===== src/rtl/gate_unit_arbiter.sv =====
// gate_unit_arbiter
//   Round-robin arbiter and sequencer that shares one external combinational gate unit among
//   N requesters. One request is accepted at a time. Its operand is driven onto the gate unit,
//   the unit is given LAT cycles to settle, and the result is returned tagged with the id of
//   the requester that owns it.
//
//   Parameters: N (requesters, 2..8), W (operand width), LAT (gate-unit settle cycles, 1..15).
//
//   Ports:
//     clk          rising-edge clock
//     rst          synchronous active-high reset
//     req[N]       pending request per requester, held until its gnt
//     req_data     operand of requester i in slice [i*W +: W]
//     gnt[N]       one-hot 1-cycle pulse, request accepted
//     gu_in[W]     operand driven to the shared gate unit
//     gu_out[W]    gate-unit result, valid LAT cycles after gu_in changes
//     rsp_valid    1-cycle pulse, rsp_id/rsp_data valid
//     rsp_id       requester that owns rsp_data
//     rsp_data     captured gate-unit result
//     busy         high whenever an operation is in flight (state != IDLE)
//     grant_count  16-bit wrapping grant counter, present only when GATE_ARB_GRANT_COUNT_EN
//                  is defined
//
//   Optional feature macro: GATE_ARB_GRANT_COUNT_EN.
module gate_unit_arbiter #(
  parameter int unsigned N   = 4,
  parameter int unsigned W   = 8,
  parameter int unsigned LAT = 1,
  localparam int unsigned IdW = (N > 1) ? $clog2(N) : 1
) (
  input  logic           clk,
  input  logic           rst,
  input  logic [N-1:0]   req,
  input  logic [N*W-1:0] req_data,
  output logic [N-1:0]   gnt,
  output logic [W-1:0]   gu_in,
  input  logic [W-1:0]   gu_out,
  output logic           rsp_valid,
  output logic [IdW-1:0] rsp_id,
  output logic [W-1:0]   rsp_data,
  output logic           busy
`ifdef GATE_ARB_GRANT_COUNT_EN
  ,
  output logic [15:0]    grant_count
`endif
);

  typedef enum logic [1:0] {StIdle, StRun, StDone} state_e;

  state_e         state;
  logic [IdW-1:0] ptr;
  logic [IdW-1:0] id;
  logic [3:0]     cnt;

  logic           found;
  logic [IdW-1:0] pick;
  logic [IdW-1:0] pick_next;
  logic [N-1:0]   pick_oh;
  logic [W-1:0]   pick_data;
  int unsigned    cand;

  logic [W-1:0]   data_arr [N];

  for (genvar g = 0; g < N; g++) begin : g_unpack
    assign data_arr[g] = req_data[g*W +: W];
  end

  // Search ptr, ptr+1, ... wrapping at N (not at a power of two), first pending request wins.
  always_comb begin
    found   = 1'b0;
    pick    = '0;
    pick_oh = '0;
    cand    = 0;
    for (int unsigned k = 0; k < N; k++) begin
      cand = 32'(ptr) + k;
      if (cand >= N) cand = cand - N;
      if (!found && req[cand[IdW-1:0]]) begin
        found = 1'b1;
        pick  = cand[IdW-1:0];
      end
    end
    pick_oh[pick] = 1'b1;
    pick_data     = data_arr[pick];
    pick_next     = (pick == IdW'(N - 1)) ? '0 : pick + IdW'(1);
  end

  always_ff @(posedge clk) begin
    if (rst) begin
      state       <= StIdle;
      ptr         <= '0;
      id          <= '0;
      cnt         <= '0;
      gnt         <= '0;
      gu_in       <= '0;
      rsp_valid   <= 1'b0;
      rsp_id      <= '0;
      rsp_data    <= '0;
      busy        <= 1'b0;
`ifdef GATE_ARB_GRANT_COUNT_EN
      grant_count <= '0;
`endif
    end else begin
      // Both pulses last a single cycle unless re-asserted below.
      gnt       <= '0;
      rsp_valid <= 1'b0;
      unique case (state)
        StIdle: begin
          if (found) begin
            gnt   <= pick_oh;
            gu_in <= pick_data;
            id    <= pick;
            cnt   <= 4'(LAT);
            ptr   <= pick_next;
            busy  <= 1'b1;
            state <= StRun;
`ifdef GATE_ARB_GRANT_COUNT_EN
            grant_count <= grant_count + 16'd1;
`endif
          end
        end
        StRun: begin
          cnt <= cnt - 4'd1;
          // cnt==1 marks the last settle cycle: gu_out now reflects gu_in.
          if (cnt == 4'd1) begin
            rsp_data  <= gu_out;
            rsp_id    <= id;
            rsp_valid <= 1'b1;
            state     <= StDone;
          end
        end
        StDone: begin
          busy  <= 1'b0;
          state <= StIdle;
        end
        default: begin
          busy  <= 1'b0;
          state <= StIdle;
        end
      endcase
    end
  end

endmodule


===== config.mk =====
export PLATFORM = sky130hd
export DESIGN_NAME = gate_unit_arbiter
export DESIGN_NICKNAME = d
export VERILOG_FILES = /design/src/rtl/gate_unit_arbiter.sv
export SDC_FILE = /design/constraint.sdc
export NUM_CORES = 1
export LEC_CHECK = 0
export BUFFER_PORTS_ARGS = -buffer_cell sky130_fd_sc_hd__clkbuf_2
export CORE_MARGIN = 2
export CORE_UTILIZATION = 42
export DETAILED_ROUTE_END_ITERATION = 8
export MAX_ROUTING_LAYER = met4
export PLACE_DENSITY = 0.86
export SETUP_SLACK_MARGIN = 0.3
export SYNTH_ARGS = -nofsm -noshare
export SYNTH_HDL_FRONTEND = slang
export SYNTH_SLANG_ARGS = --single-unit

===== constraint.sdc =====
create_clock -name clk -period 1.65 [get_ports clk]
set_input_delay 0.33 -clock clk [delete_from_list [all_inputs] [get_ports clk]]
set_output_delay 0.33 -clock clk [all_outputs]
set_load 0.02 [all_outputs]

; Word level (Yosys, flattened, before mapping)
; Index checks and enable logic that the tools add are counted.
[word_totals]
ff_bits = 34
latch_bits = 0
ram_bits = 0
romBits = 0
output_inout_bits = 24
elab_cells = 89
memories = 0
[classes]
addsub = 9
n_mul = 0
div_mod_pow = 0
order_cmp = 11
eq_ne = 5
n_shift = 0
muxes = 34
bitwise = 4
n_reduce_logical = 16
[ops]
columns = cell, n
row1 = 2-bit two-way mux, 11
row2 = 8-bit binary-select mux with 2-bit select, 1
row3 = 8-bit two-way mux, 2
row4 = 2-bit by 3-bit less-than comparator with 1-bit output (second input constant), 5
row5 = 3-bit greater-or-equal comparator (second input constant), 4
row6 = 1-bit two-way mux, 11
row7 = 2-bit AND reduction, 5
row8 = 1-bit binary-select mux with 2-bit select, 4
row9 = 4-bit case mux with 2 select lines, 1
row10 = 2-bit by 1-bit subtractor with 2-bit output (second input constant), 4
row11 = 2-bit by 2-bit adder with 3-bit output (second input constant), 2
row12 = 4-bit by 1-bit equality test with 1-bit output (second input constant), 1
row13 = 1-bit logical AND, 4
row14 = 4-bit two-way mux, 1
row15 = 2-bit inequality test (second input constant), 2
row16 = 2-bit case mux with 2 select lines, 1
row17 = 4-bit by 1-bit subtractor with 4-bit output (second input constant), 1
row18 = 2-bit by 1-bit adder with 3-bit output (second input constant), 1
row19 = 2-bit by 3-bit greater-or-equal comparator with 1-bit output (second input constant), 1
row20 = 1-bit zero test, 3
row21 = 1-bit inverter, 3
row22 = 2-bit inverter with 3-bit output, 1
row23 = 3-bit OR reduction, 1
row24 = 2-bit by 1-bit adder with 2-bit output (second input constant), 1
row25 = 8 further kinds, 8

; Depth between registers and ports, before layout
[logic_depth]
ltp_word = 18
mapped_depth = 8
ltp_nobuf = 7

; Least setup slack after synthesis
; Ideal clock, no wire load.
[synth_timing]
path_kind = reg-to-reg
start = reg ptr[1]
end = reg ptr[1]
t_arrival_ps = 1414
t_required_ps = 1522
path_slack_ps = 109
path_stages_with_launch = 9
period_less_slack_ps = 1541
cell_sequence = dfxtp_1 -> a21oi_1 -> o21ai_0 -> o2bb2a_1 -> buf_6 -> ha_1 -> nor2_1 -> a21oi_1 -> nor2_1
[synth_between]
elab_chain_cells = 16
word_cells_on_any_way = 41
cone_classes = 8 x add/sub / 4 x order compare / 1 x eq/ne / 21 x mux / 7 x reduce/logical
[synth_lines]
columns = item, line
row1 = from (decl), 51  ; logic [IdW-1:0] ptr;
row2 = from (signal assigned), 113  ; ptr <= pick_next;
row3 = branches (longest 16 deep; another with 2-bit by 1-bit adder with 3-bit output), --
; Parallel ways; which one is timed is not known. The select of a mux whose other input is x is not followed.
; A chain may end at the register's enable or synchronous reset.

; Worst setup path in the final report
; Ends and elaborated chain as after synthesis.

==> results.md <==
- Library cells used by synthesis: 27
- Post-synth net total: 212
- Fmax: 619.9 MHz
- Final net count: 304
- Max-cap violations: 0
- Drt pass-1 iters: 4
- VDD IR max: 0.6373 mV
- Rel. slew slack: 67.27%
- Min cycle time layout: 1.613 ns
- Initial core utilization: 43.40%
- H-Tree Level Count: 2
- DRC violations left: 0
- Rows: 22
- Gr ovfl total: 0
- Slowest cell on the critical path: dfxtp_4
- Synthesized area: 1589 um^2
- Final ANT Viol Nets: 0
- Total wire length: 5176 um
- Clock skew: 0.005003 ns
- Core Box Area: 3661 um^2
- Crit path max-delay family: flip-flops
- Tcrit/Tclk final: 97.77%
- Arr. time, crit path: 1.77 ns
- Yosys reg bits: 34
- Nature of the critical path startpoint: register
- Crit path required time: 1.80 ns
- Worst slew pin tran: 0.4909 ns
- Die height: 65.51 um
- Clk buf depth: 2
- Post-synth ARST share: 0%
- R2R Setup Slk: 0.04 ns
- Power Density: 1327 nW/um^2
- Fin. max-slew vios: 0
- Maximum number of pins on one net before global-route repair: 23
- Area grow syn2layout: 62.20%
- Reg clk slew, reported paths: 0.07 ns
- Total CTS buffers: 5
- Worst stage delay on the critical path: 0.38 ns
- Initial antenna violation count: 0
- Yosys warnings: 0
- Setup crit end kind: register
- Most frequent cells in the layout: 67 x clkbuf_2, 28 x nor2_1, 28 x dfxtp_1
- Vias/cell: 5.310
- EDFF count, synth: 0
- DR iter-0 viols: 48
- Share of post-route cells with drive strength above 1: 56.86%
- Endpoints failing setup: 0
- Commonest non-fill, non-tap cell in the layout: clkbuf_2
- First-pass GRT wire length: 6755 um
- Synthesized area per cell: 9.809 um^2
- CTS tree: done
- Die width: 65.51 um
- HP Class: in -> reg
- DR WL/cell: 17.08 um
- CP bufs+invs: 0
- Main synth FF type: dfxtp_1
- Mapped Cells: 162
- Gr usage total: 21.62%
- Ant. Diodes: 0
- Final hold violation count: 0
- Port buffer count: 69
- Clock sink count: 34
- Design area: 2577 um^2
- Worst-path fanout max: 4
- Status: finished clean
- Unrepaired setup endpoints after global routing: yes
- Clk_lat worst skew: 0.28 ns
- Root Driver: clkbuf_8
- CP cell instances: mux2i_4 -> o32ai_4 -> or2_4 -> ha_4 -> nor2_2 -> a21oi_2 -> nor2_1
- Fill cells: 269
- Leakage: 1.222 nW
- WS Path Type: reg -> reg
- Hpwl dp: 2532 um
- Boundary Pins: 70
- Die footprint: 4292 um^2
- Dpl cell area: 2034 um^2
- Number of global-route vias before repair: 1434
- Seq/Total Area, Yosys: 42.83%
- Vias: 1609
- RD Place Congestion: 0.8500
- Setup TNS: 0 ns
-- cells in the mapped netlist, types with 3 or more instances --
library cell,instances,area (um^2)
o221ai_1,8,70.07
clkbuf_1,3,11.26
mux2i_1,29,290.3
dfxtp_1,34,680.7
buf_6,3,33.78
nand3b_1,9,67.56
o21ai_0,4,20.02
nor2_1,29,108.9
ha_1,4,50.05
a21oi_1,9,45.04
inv_1,7,26.28
-- path summary, 6_finish.rpt --
path	startpoint	end	cells after the start
setup / recovery	ptr[1]	ptr[1]	7
hold / removal	gu_out[0]	rsp_data[0]	3
setup reg to reg	ptr[1]	ptr[1]	7
hold reg to reg	rsp_data[7]	rsp_data[7]	2
-- kinds of logic (layout without fill, tap and decap cells) --
logic type | count (synthesis) | in the layout | synth area share, %
AOI/OAI and AO/OA | 26 | 26 | 11.73
adders and majority gates | 4 | 4 | 3.150
buffers and inverters | 16 | 107 | 5.354
DFF | 34 | 34 | 42.83
muxes | 29 | 29 | 18.27
and+or+nand+nor | 53 | 55 | 18.66
-- power breakdown --
part	internal [mW]	leakage, nW	switching, mW
clock network	0.421	0.0575	0.298
logic	0.777	0.883	0.830
registers	0.981	0.281	0.113
total	2.18	1.22	1.24
-- timing repair --
item                                    CTS  global route
gates resized for setup                  26            32
pin swaps                                13             9
gates cloned                              3             1
hold buffers                              0             0
setup buffers                             9             5
endpoints found under the setup margin   23            26
-- cell type report --
class / count / area, um^2 / area share [%]
clock buffers: 8 / 110.1 / 4.272
repair buffers: 91 / 595.6 / 23.11
well taps: 48 / 60.06 / 2.330
multi-input cells: 114 / 1086 / 42.14
inverters: 8 / 32.53 / 1.262
flip-flops and latches: 34 / 693.2 / 26.89
-- per-stage QoR --
stage	hold WS (ns)	total power, mW	worst slack, ns	utilization (%)	std cells
floorplan	0.4562	1.797	0.1797	-	162
global placement	0.4751	2.060	0.009537	55.57	277
detailed placement	0.4865	2.091	-0.003716	55.57	277
CTS	0.2770	3.051	0.06486	64.56	297
global route	0.2876	3.562	-0.004918	70.40	303
finish	0.2763	3.420	0.03680	70.40	303
-- worst reg2reg max path: cells and delay by family, from the launching register on --
family	cells	cell delay (ns)
AO/OA/AOI/OAI	2	0.22
adder cells (fa/ha/maj)	1	0.27
flip-flops	1	0.38
multiplexers	1	0.26
AND/OR/NAND/NOR	3	0.35
-- flip-flops by register name, summed over array words and instances (netlist names) --
name	count
gnt	4
rsp_id	2
rsp_data	8
busy	1
id	2
rsp_valid	1
cnt	4
state	2
ptr	2
gu_in	8
-- metal layers --
layer | vias up | share of wire [%] | track usage [%] | wire, um
li1 | 758 | - | - | -
met1 | 775 | 38 | 25.70 | 1982
met2 | 65 | 54 | 35.84 | 2782
met3 | 11 | 4.9 | 3.767 | 253
met4 | 0 | 3.0 | 9.896 | 157
met5 | - | 0 | - | 0
Power figures use the tool's default switching activity.
